$ cat src/rtl/mult_div_unit.sv
// Iterative multiply/divide unit holding the architectural HI/LO registers.
// Shift-add multiply and restoring divide on magnitudes, sign fix-up at the end.
module mult_div_unit #(
    parameter int XLEN           = 32,
    parameter int BITS_PER_CYCLE = 1
) (
    input  logic            clk,
    input  logic            rst_b,
    input  logic            start,
    input  logic [2:0]      op,
    input  logic [XLEN-1:0] rs_data,
    input  logic [XLEN-1:0] rt_data,
    input  logic            flush,
    output logic            busy,
    output logic            done,
    output logic            div_by_zero,
    output logic [XLEN-1:0] hi,
    output logic [XLEN-1:0] lo
);

    localparam int N     = XLEN / BITS_PER_CYCLE;
    localparam int CNT_W = $clog2(N) + 1;
    localparam logic [CNT_W-1:0] LAST = CNT_W'(N - 1);

    localparam logic [2:0] OP_MULT  = 3'd0;
    localparam logic [2:0] OP_MULTU = 3'd1;
    localparam logic [2:0] OP_MTHI  = 3'd4;
    localparam logic [2:0] OP_MTLO  = 3'd5;

    typedef enum logic [1:0] {S_IDLE, S_CALC, S_FIXUP, S_DONE} state_t;

    state_t            state_q, state_d;
    logic [CNT_W-1:0]  cnt_q, cnt_d;
    logic [XLEN-1:0]   opnd_q, opnd_d;
    logic [2*XLEN-1:0] acc_q, acc_d, step_acc;
    logic              is_div_q, is_div_d;
    logic              neg_res_q, neg_res_d;
    logic              neg_rem_q, neg_rem_d;
    logic [XLEN-1:0]   hi_q, hi_d, lo_q, lo_d;
    logic              dbz_q, dbz_d;
    logic              accept, op_signed;
    logic [XLEN:0]     rem_t, sum_t;
    logic [XLEN-1:0]   quo_t;
    logic [2*XLEN-1:0] work_t;

    function automatic logic [XLEN-1:0] magnitude(input logic [XLEN-1:0] v, input logic sgn);
        logic signed [XLEN-1:0] sv;
        sv = v;
        return (sgn && (sv < 0)) ? $unsigned(-sv) : v;
    endfunction

    function automatic logic [XLEN-1:0] neg_if(input logic [XLEN-1:0] v, input logic neg);
        return neg ? ((~v) + XLEN'(1)) : v;
    endfunction

    function automatic logic [2*XLEN-1:0] neg_if_wide(input logic [2*XLEN-1:0] v, input logic neg);
        return neg ? ((~v) + (2*XLEN)'(1)) : v;
    endfunction

    assign accept    = start && !flush && (op < 3'd6);
    assign op_signed = ~op[0];

    // Iteration datapath: BITS_PER_CYCLE unrolled single-bit steps per edge.
    // Multiply keeps {partial product, multiplier}; divide keeps {remainder, dividend/quotient}.
    always_comb begin
        work_t = acc_q;
        rem_t  = '0;
        sum_t  = '0;
        quo_t  = '0;
        for (int j = 0; j < BITS_PER_CYCLE; j++) begin
            if (is_div_q) begin
                rem_t = {work_t[2*XLEN-1:XLEN], work_t[XLEN-1]};
                quo_t = {work_t[XLEN-2:0], 1'b0};
                if (rem_t >= {1'b0, opnd_q}) begin
                    rem_t    = rem_t - {1'b0, opnd_q};
                    quo_t[0] = 1'b1;
                end
                work_t = {rem_t[XLEN-1:0], quo_t};
            end else begin
                sum_t  = {1'b0, work_t[2*XLEN-1:XLEN]} + (work_t[0] ? {1'b0, opnd_q} : '0);
                work_t = {sum_t, work_t[XLEN-1:1]};
            end
        end
        step_acc = work_t;
    end

    always_comb begin
        state_d   = state_q;
        cnt_d     = cnt_q;
        opnd_d    = opnd_q;
        acc_d     = acc_q;
        is_div_d  = is_div_q;
        neg_res_d = neg_res_q;
        neg_rem_d = neg_rem_q;
        hi_d      = hi_q;
        lo_d      = lo_q;
        dbz_d     = dbz_q;
        case (state_q)
            S_IDLE: begin
                if (accept) begin
                    dbz_d = 1'b0;
                    case (op)
                        OP_MTHI: hi_d = rs_data;
                        OP_MTLO: lo_d = rs_data;
                        OP_MULT, OP_MULTU: begin
                            opnd_d    = magnitude(rs_data, op_signed);
                            acc_d     = {{XLEN{1'b0}}, magnitude(rt_data, op_signed)};
                            neg_res_d = op_signed & (rs_data[XLEN-1] ^ rt_data[XLEN-1]);
                            neg_rem_d = 1'b0;
                            is_div_d  = 1'b0;
                            cnt_d     = '0;
                            state_d   = S_CALC;
                        end
                        default: begin
                            if (rt_data == '0) begin
                                hi_d    = rs_data;
                                lo_d    = '1;
                                dbz_d   = 1'b1;
                                state_d = S_DONE;
                            end else begin
                                opnd_d    = magnitude(rt_data, op_signed);
                                acc_d     = {{XLEN{1'b0}}, magnitude(rs_data, op_signed)};
                                neg_res_d = op_signed & (rs_data[XLEN-1] ^ rt_data[XLEN-1]);
                                neg_rem_d = op_signed & rs_data[XLEN-1];
                                is_div_d  = 1'b1;
                                cnt_d     = '0;
                                state_d   = S_CALC;
                            end
                        end
                    endcase
                end
            end
            S_CALC: begin
                if (flush) begin
                    state_d = S_IDLE;
                end else begin
                    acc_d = step_acc;
                    cnt_d = cnt_q + CNT_W'(1);
                    if (cnt_q == LAST) state_d = S_FIXUP;
                end
            end
            S_FIXUP: begin
                if (flush) begin
                    state_d = S_IDLE;
                end else begin
                    if (is_div_q) begin
                        lo_d = neg_if(acc_q[XLEN-1:0], neg_res_q);
                        hi_d = neg_if(acc_q[2*XLEN-1:XLEN], neg_rem_q);
                    end else begin
                        {hi_d, lo_d} = neg_if_wide(acc_q, neg_res_q);
                    end
                    state_d = S_DONE;
                end
            end
            default: state_d = S_IDLE;
        endcase
    end

    always_ff @(posedge clk) begin
        if (rst_b) begin
            state_q <= S_IDLE;
            cnt_q   <= '0;
            hi_q    <= '0;
            lo_q    <= '0;
            dbz_q   <= 1'b0;
        end else begin
            state_q <= state_d;
            cnt_q   <= cnt_d;
            hi_q    <= hi_d;
            lo_q    <= lo_d;
            dbz_q   <= dbz_d;
        end
    end

    always_ff @(posedge clk) begin
        opnd_q    <= opnd_d;
        acc_q     <= acc_d;
        is_div_q  <= is_div_d;
        neg_res_q <= neg_res_d;
        neg_rem_q <= neg_rem_d;
    end

    assign busy        = (state_q != S_IDLE);
    assign done        = (state_q == S_DONE);
    assign div_by_zero = dbz_q;
    assign hi          = hi_q;
    assign lo          = lo_q;

endmodule

$ cat config.mk
export PLATFORM = sky130hd
export DESIGN_NAME = mult_div_unit
export DESIGN_NICKNAME = d
export VERILOG_FILES = /design/src/rtl/mult_div_unit.sv
export SDC_FILE = /design/constraint.sdc
export NUM_CORES = 1
export LEC_CHECK = 0
export BUFFER_PORTS_ARGS = -buffer_cell sky130_fd_sc_hd__buf_2
export CORE_MARGIN = 2
export CORE_UTILIZATION = 29
export CTS_CLUSTER_SIZE = 40
export DETAILED_ROUTE_END_ITERATION = 7
export PLACE_DENSITY = 0.46
export SLEW_MARGIN = 20
export SYNTH_ARGS = -nofsm -noshare
export SYNTH_HDL_FRONTEND = slang
export SYNTH_SLANG_ARGS = --single-unit
$ cat constraint.sdc
create_clock -name clk -period 19.2 [get_ports clk]
set_input_delay 1.92 -clock clk [delete_from_list [all_inputs] [get_ports clk]]
set_output_delay 1.92 -clock clk [all_outputs]
set_load 0.02 [all_outputs]
* Yosys cells after proc, flatten, opt, wreduce, memory -nomap -nowiden
Cells that the tools add are included.
** Word-level totals
- Bits in latches :: 0
- Memory bits (writable) :: 0
- Memories kept :: 0
- Register bits :: 172
- Memory bits (read-only) :: 0
** Cells by class
- Reductions and logical operators :: 22
- Multiplexer cells :: 48
- Multiply operators :: 0
- Equal/unequal tests :: 18
- Order comparisons :: 4
- Bitwise operators :: 8
- Div/mod/pow operators :: 0
- $add $sub $neg :: 8
- Shifts and indexed selects :: 0
** Operators with widths (count)
- $mux W32 :: 15
- $mux W64 :: 5
- $pmux W32 S2 :: 5
- $pmux W64 S2 :: 2
- $add A32 B1 Y32 const B :: 2
- $add A64 B1 Y64 const B :: 1
- $lt A32 B1 Y1 const B :: 2
- $neg A32 Y32 :: 2
- $not A32 Y32 :: 2
- $not A64 Y64 :: 1
- $add A32 B32 Y33 :: 1
- $ge A33 B32 Y1 :: 1
- $logic_not A32 Y1 :: 1
- $sub A32 B32 Y32 :: 1
- $pmux W6 S2 :: 2
- $mux W6 :: 3
- $reduce_and A5 Y1 :: 3
- $ne A2 B2 Y1 const B :: 6
- $mux W2 :: 5
- $ne A3 B2 Y1 const B :: 3
- $add A6 B1 Y6 const B :: 1
- $eq A3 B3 Y1 const B :: 2
- $eq A6 B5 Y1 const B :: 1
- $mux W1 :: 6
- 23 further kinds :: 35

* Depth between registers and ports, before layout
- Depth in word-level cells :: 7
- Gate-level depth with buffers :: 14
- Gate-level depth less buffers :: 13

* Least setup slack after synthesis
Ideal clock, no wire load.
- Kind :: input-to-reg
- Start :: input rt_data[0]
- End :: register cnt_q[5]
- Stages on the path :: 11
- Data required time :: 19.130 ns
- Slack :: 10.764 ns
- Setup time :: 0.070 ns
- Data arrival time :: 8.366 ns
- Cells stage by stage :: inv_1 -> ha_1 -> nand2b_1 -> nor2_1 -> nand4_1 -> or4_1 -> a21oi_1 -> nor3_1 -> nand3_1 -> or3_1 -> a21oi_1
** Between the ends
- Cells in the longest elaborated chain, start to end :: 3
** RTL lines
- start: declaration :: line 12 : input logic [XLEN-1:0] rt_data,
- $logic_not A32 Y1 :: line 115 : if (rt_data == '0) begin
- $ne A3 B2 Y1 (no source line)
- $reduce_and A5 Y1 (no source line)
- end signal: assignment :: line 168 : cnt_q <= cnt_d;
- end: declaration :: line 33 : logic [CNT_W-1:0] cnt_q, cnt_d;
Every way passes these cells.
A chain may end at the register's enable or synchronous reset.

* Worst setup path in the final report
- Start :: input rt_data[3]
- End :: register lo_q[22], in the netlist lo[22]
** Between the ends
- Cells in the longest elaborated chain, start to end :: 3
** RTL lines
- $logic_not A32 Y1 :: line 115
- $ne A3 B2 Y1 (no source line)
- $reduce_and A5 Y1 (no source line)
- end signal: assignment :: line 170 : lo_q <= lo_d;
- end: declaration :: line 39 : logic [XLEN-1:0] hi_q, hi_d, lo_q, lo_d;
Every way passes these cells.

==> results.py <==
metrics = {
    "detailed_routing": {
        "drt-initial-drc-count": 1258,
        "top_layer": "met5",
        "wl_met3_microns": 3070,
        "via_per_inst": 5.60,
        "first_pass_iters": 5,
        "wl_met1_microns": 26900,
        "wl_met2_microns": 29000,
        "num_vias": 14600,
        "wl_per_cell_microns": 23.4,
        "drc": 0,
        "drt.antenna.violating_nets": 0,
        "wirelength_microns": 61200,
    },
    "timing": {
        "tightest_slew_ns": 1.14,
        "hold_violations": 0,
        "relSlewSlack_pct": 23.8,
        "setup_tns_ns": 0,
        "fin_skew_ns": 0.0157,
        "setup_viol": 0,
        "fin_crit_sh_pct": 27.3,
        "period_minus_slack_ns": 5.24,
        "maxSlewViolCount": 0,
        "max_freq_mhz": 191,
        "rsz0062_at_grt": "no",
    },
    "logic_synthesis": {
        "synth_top_area_share_pct": 20.3,
        "ys_seq_area_share_pct": 30.2,
        "ys.flop_type": "edfxtp_1",
        "yosysWarnings": 0,
        "ys_types": 73,
        "mappedNetlistArea_sq_mm": 0.0147,
        "synth_edf_count": 99,
        "synth-seq-cells": 172,
        "synth.area.top_cells": "edfxtp_1, dfxtp_1, a21oi_1, ha_1, xnor2_1",
        "syn_area_per_cell_sq_um": 7.94,
        "syn_inst": 1848,
        "synthArstFlopShare_pct": 0,
        "yosys.area.top_type": "edfxtp_1",
        "syn_nets": 1990,
    },
    "job": {
        "cap_violations": 0,
    },
    "global_routing": {
        "antenna_found_initial": 5,
        "track_usage_pct": 23.0,
        "grt_pass1_wl_microns": 91100,
        "grt_pass1_vias": 14100,
        "grt_overflow": 0,
        "grt_max_degree": 89,
    },
    "power": {
        "p_leak_nw": 6.58,
        "vdd_ir_drop_max_mv": 0.0632,
        "cellPowerDensity_mw_per_mm2": 64.0,
        "finalPower_mw": 1.07,
    },
    "clock_network": {
        "clockRootBuffer": "clkbuf_16",
        "hold_buffers": 0,
        "postCtsSetupRepairBufs": 0,
        "cts_tree": "yes",
        "cts_buffers": 17,
        "cts.sinks": 172,
        "htreeDepth": 4,
        "clock_path_buffers": 2,
        "clkTransAtPathRegs_ns": 0.08,
        "clk_latency_ns": 0.46,
        "ctsResizeCount": 0,
    },
    "layout": {
        "multi_input_area_sq_mm": 0.00967,
        "layout-area-overhead-vs-synth_pct": 13.7,
        "regArea_sq_mm": 0.00443,
        "nNetsFinal": 2068,
        "fillerInstances": 5496,
        "final_layout_size_suffix_gt1_share_pct": 11.5,
        "fin_util_pct": 33.3,
    },
    "setup_path": {
        "crit_type": "in -> reg",
        "cp-end-kind": "flop",
        "cp_max_fo": 17,
        "arrival_ns": 5.58,
        "startpoint_type": "input pin",
        "required_ns": 19.54,
    },
    "run_status": {
        "status": "completed",
    },
    "floorplanning": {
        "start_util_pct": 29.3,
        "ios": 138,
        "core_area_sq_mm": 0.0501,
        "die_w_microns": 229,
        "die_h_microns": 229,
        "dieArea_sq_mm": 0.0524,
        "row_count": 82,
    },
    "worst_hold_path": {
        "hp-class": "reg -> reg",
    },
    "placed_design": {
        "dp.final_hpwl_microns": 47400,
        "gp_congestion": 0.933,
        "io_buffers": 137,
    },
}
## per-layer routing
layer	vias to the layer above	track usage, %
met4	2	8.79
met3	93	3.12
met5	-	0
met1	7096	30.0
met2	514	38.7
li1	6928	-
## cells in the final DEF (no fill, tap or decap), types with 7 or more instances in the layout
cell	netlist	routed
or3_1	23	23
a211oi_1	36	36
clkbuf_16	0	17
a311oi_1	7	7
o31a_1	7	7
a2111oi_0	11	11
o31ai_1	27	26
or4_1	12	12
and3_1	12	12
xnor2_1	91	91
nor4_1	18	18
buf_2	6	137
nor2_1	201	199
nor2b_1	19	17
and2_1	13	13
mux2i_1	71	71
o211ai_1	15	15
o21ai_0	135	134
edfxtp_1	99	99
a21oi_1	184	184
ha_1	69	69
inv_1	62	62
buf_4	1	19
nand4_1	17	17
a21o_1	28	28
nand3_1	39	39
nor3_1	40	39
o22ai_1	23	23
o41ai_1	10	10
a31oi_1	15	15
nand2b_1	17	17
nand2_1	193	193
o21bai_1	7	7
or2_2	11	11
xor2_1	82	82
dfxtp_1	73	73
## layout make-up
type | count | area share (%)
clock buffer | 17 | 2.55
sequential | 172 | 26.6
inverter | 64 | 1.44
multi-input combinational | 1513 | 58.0
antenna | 3 | 0.0450
clock inverter | 15 | 1.16
tap | 672 | 5.04
timing repair buffer | 158 | 5.18
## Yosys cell counts (28+ instances only)
master	instances
a211oi_1	36
a21o_1	28
a21oi_1	184
clkbuf_1	80
dfxtp_1	73
edfxtp_1	99
ha_1	69
inv_1	62
mux2i_1	71
nand2_1	193
nand3_1	39
nor2_1	201
nor3_1	40
o21ai_0	135
xnor2_1	91
xor2_1	82
## registers in the layout, indices dropped and copies added, names as in the netlist
name         cells
is_div_q         1
neg_res_q        1
div_by_zero      1
opnd_q          32
lo              32
neg_rem_q        1
hi              32
cnt_q            6
acc_q           64
state_q          2
## through the flow
step	hold WS, ns	std cells	setup slack, ns	area (sq um)
floorplan	0.458	1848	10.76	14700
global placement	0.443	2578	13.47	16000
detailed placement	0.445	2579	13.47	16000
CTS	0.455	2611	13.94	16700
global route	0.474	2611	13.56	16700
finish	0.453	2614	13.96	16700
## power breakdown
part | total (mW) | internal, mW | leakage, nW | switching (mW)
Clock | 0.384 | 0.199 | 0.300 | 0.185
Sequential | 0.428 | 0.408 | 1.51 | 0.0194
Combinational | 0.256 | 0.0902 | 4.77 | 0.166
Total | 1.07 | 0.698 | 6.58 | 0.370
## critical path, stage by stage
cell and delay [ns]:
buf_2 0.13, or4_1 0.58, nor2_1 0.42, nand4_1 0.36, nor3_1 0.52, and2_1 0.35
o31a_1 0.66, buf_8 0.24, nor2_1 0.05, a2111oi_0 0.33
## kinds of logic after synthesis
family                     share of synthesized area [%]
muxes                                               4.92
and+or+nand+nor                                     19.9
DFF                                                 30.2
xor gates and xnor gates                            10.4
AOI/OAI and AO/OA                                   24.1
adders and majority gates                           6.16
buffers and inverters                               4.25
## path summary, 6_finish.rpt
kind / from / endpoint / slack [ns] / cells after the start
hold reg to reg: lo[29] / lo[29] / 0.45 / 2
setup reg to reg: acc_q[0] / acc_q[59] / 14.97 / 13
hold / removal: lo[29] / lo[29] / 0.45 / 2
setup / recovery: rt_data[3] / lo[22] / 13.96 / 10
(Power assumes the default switching activity.)
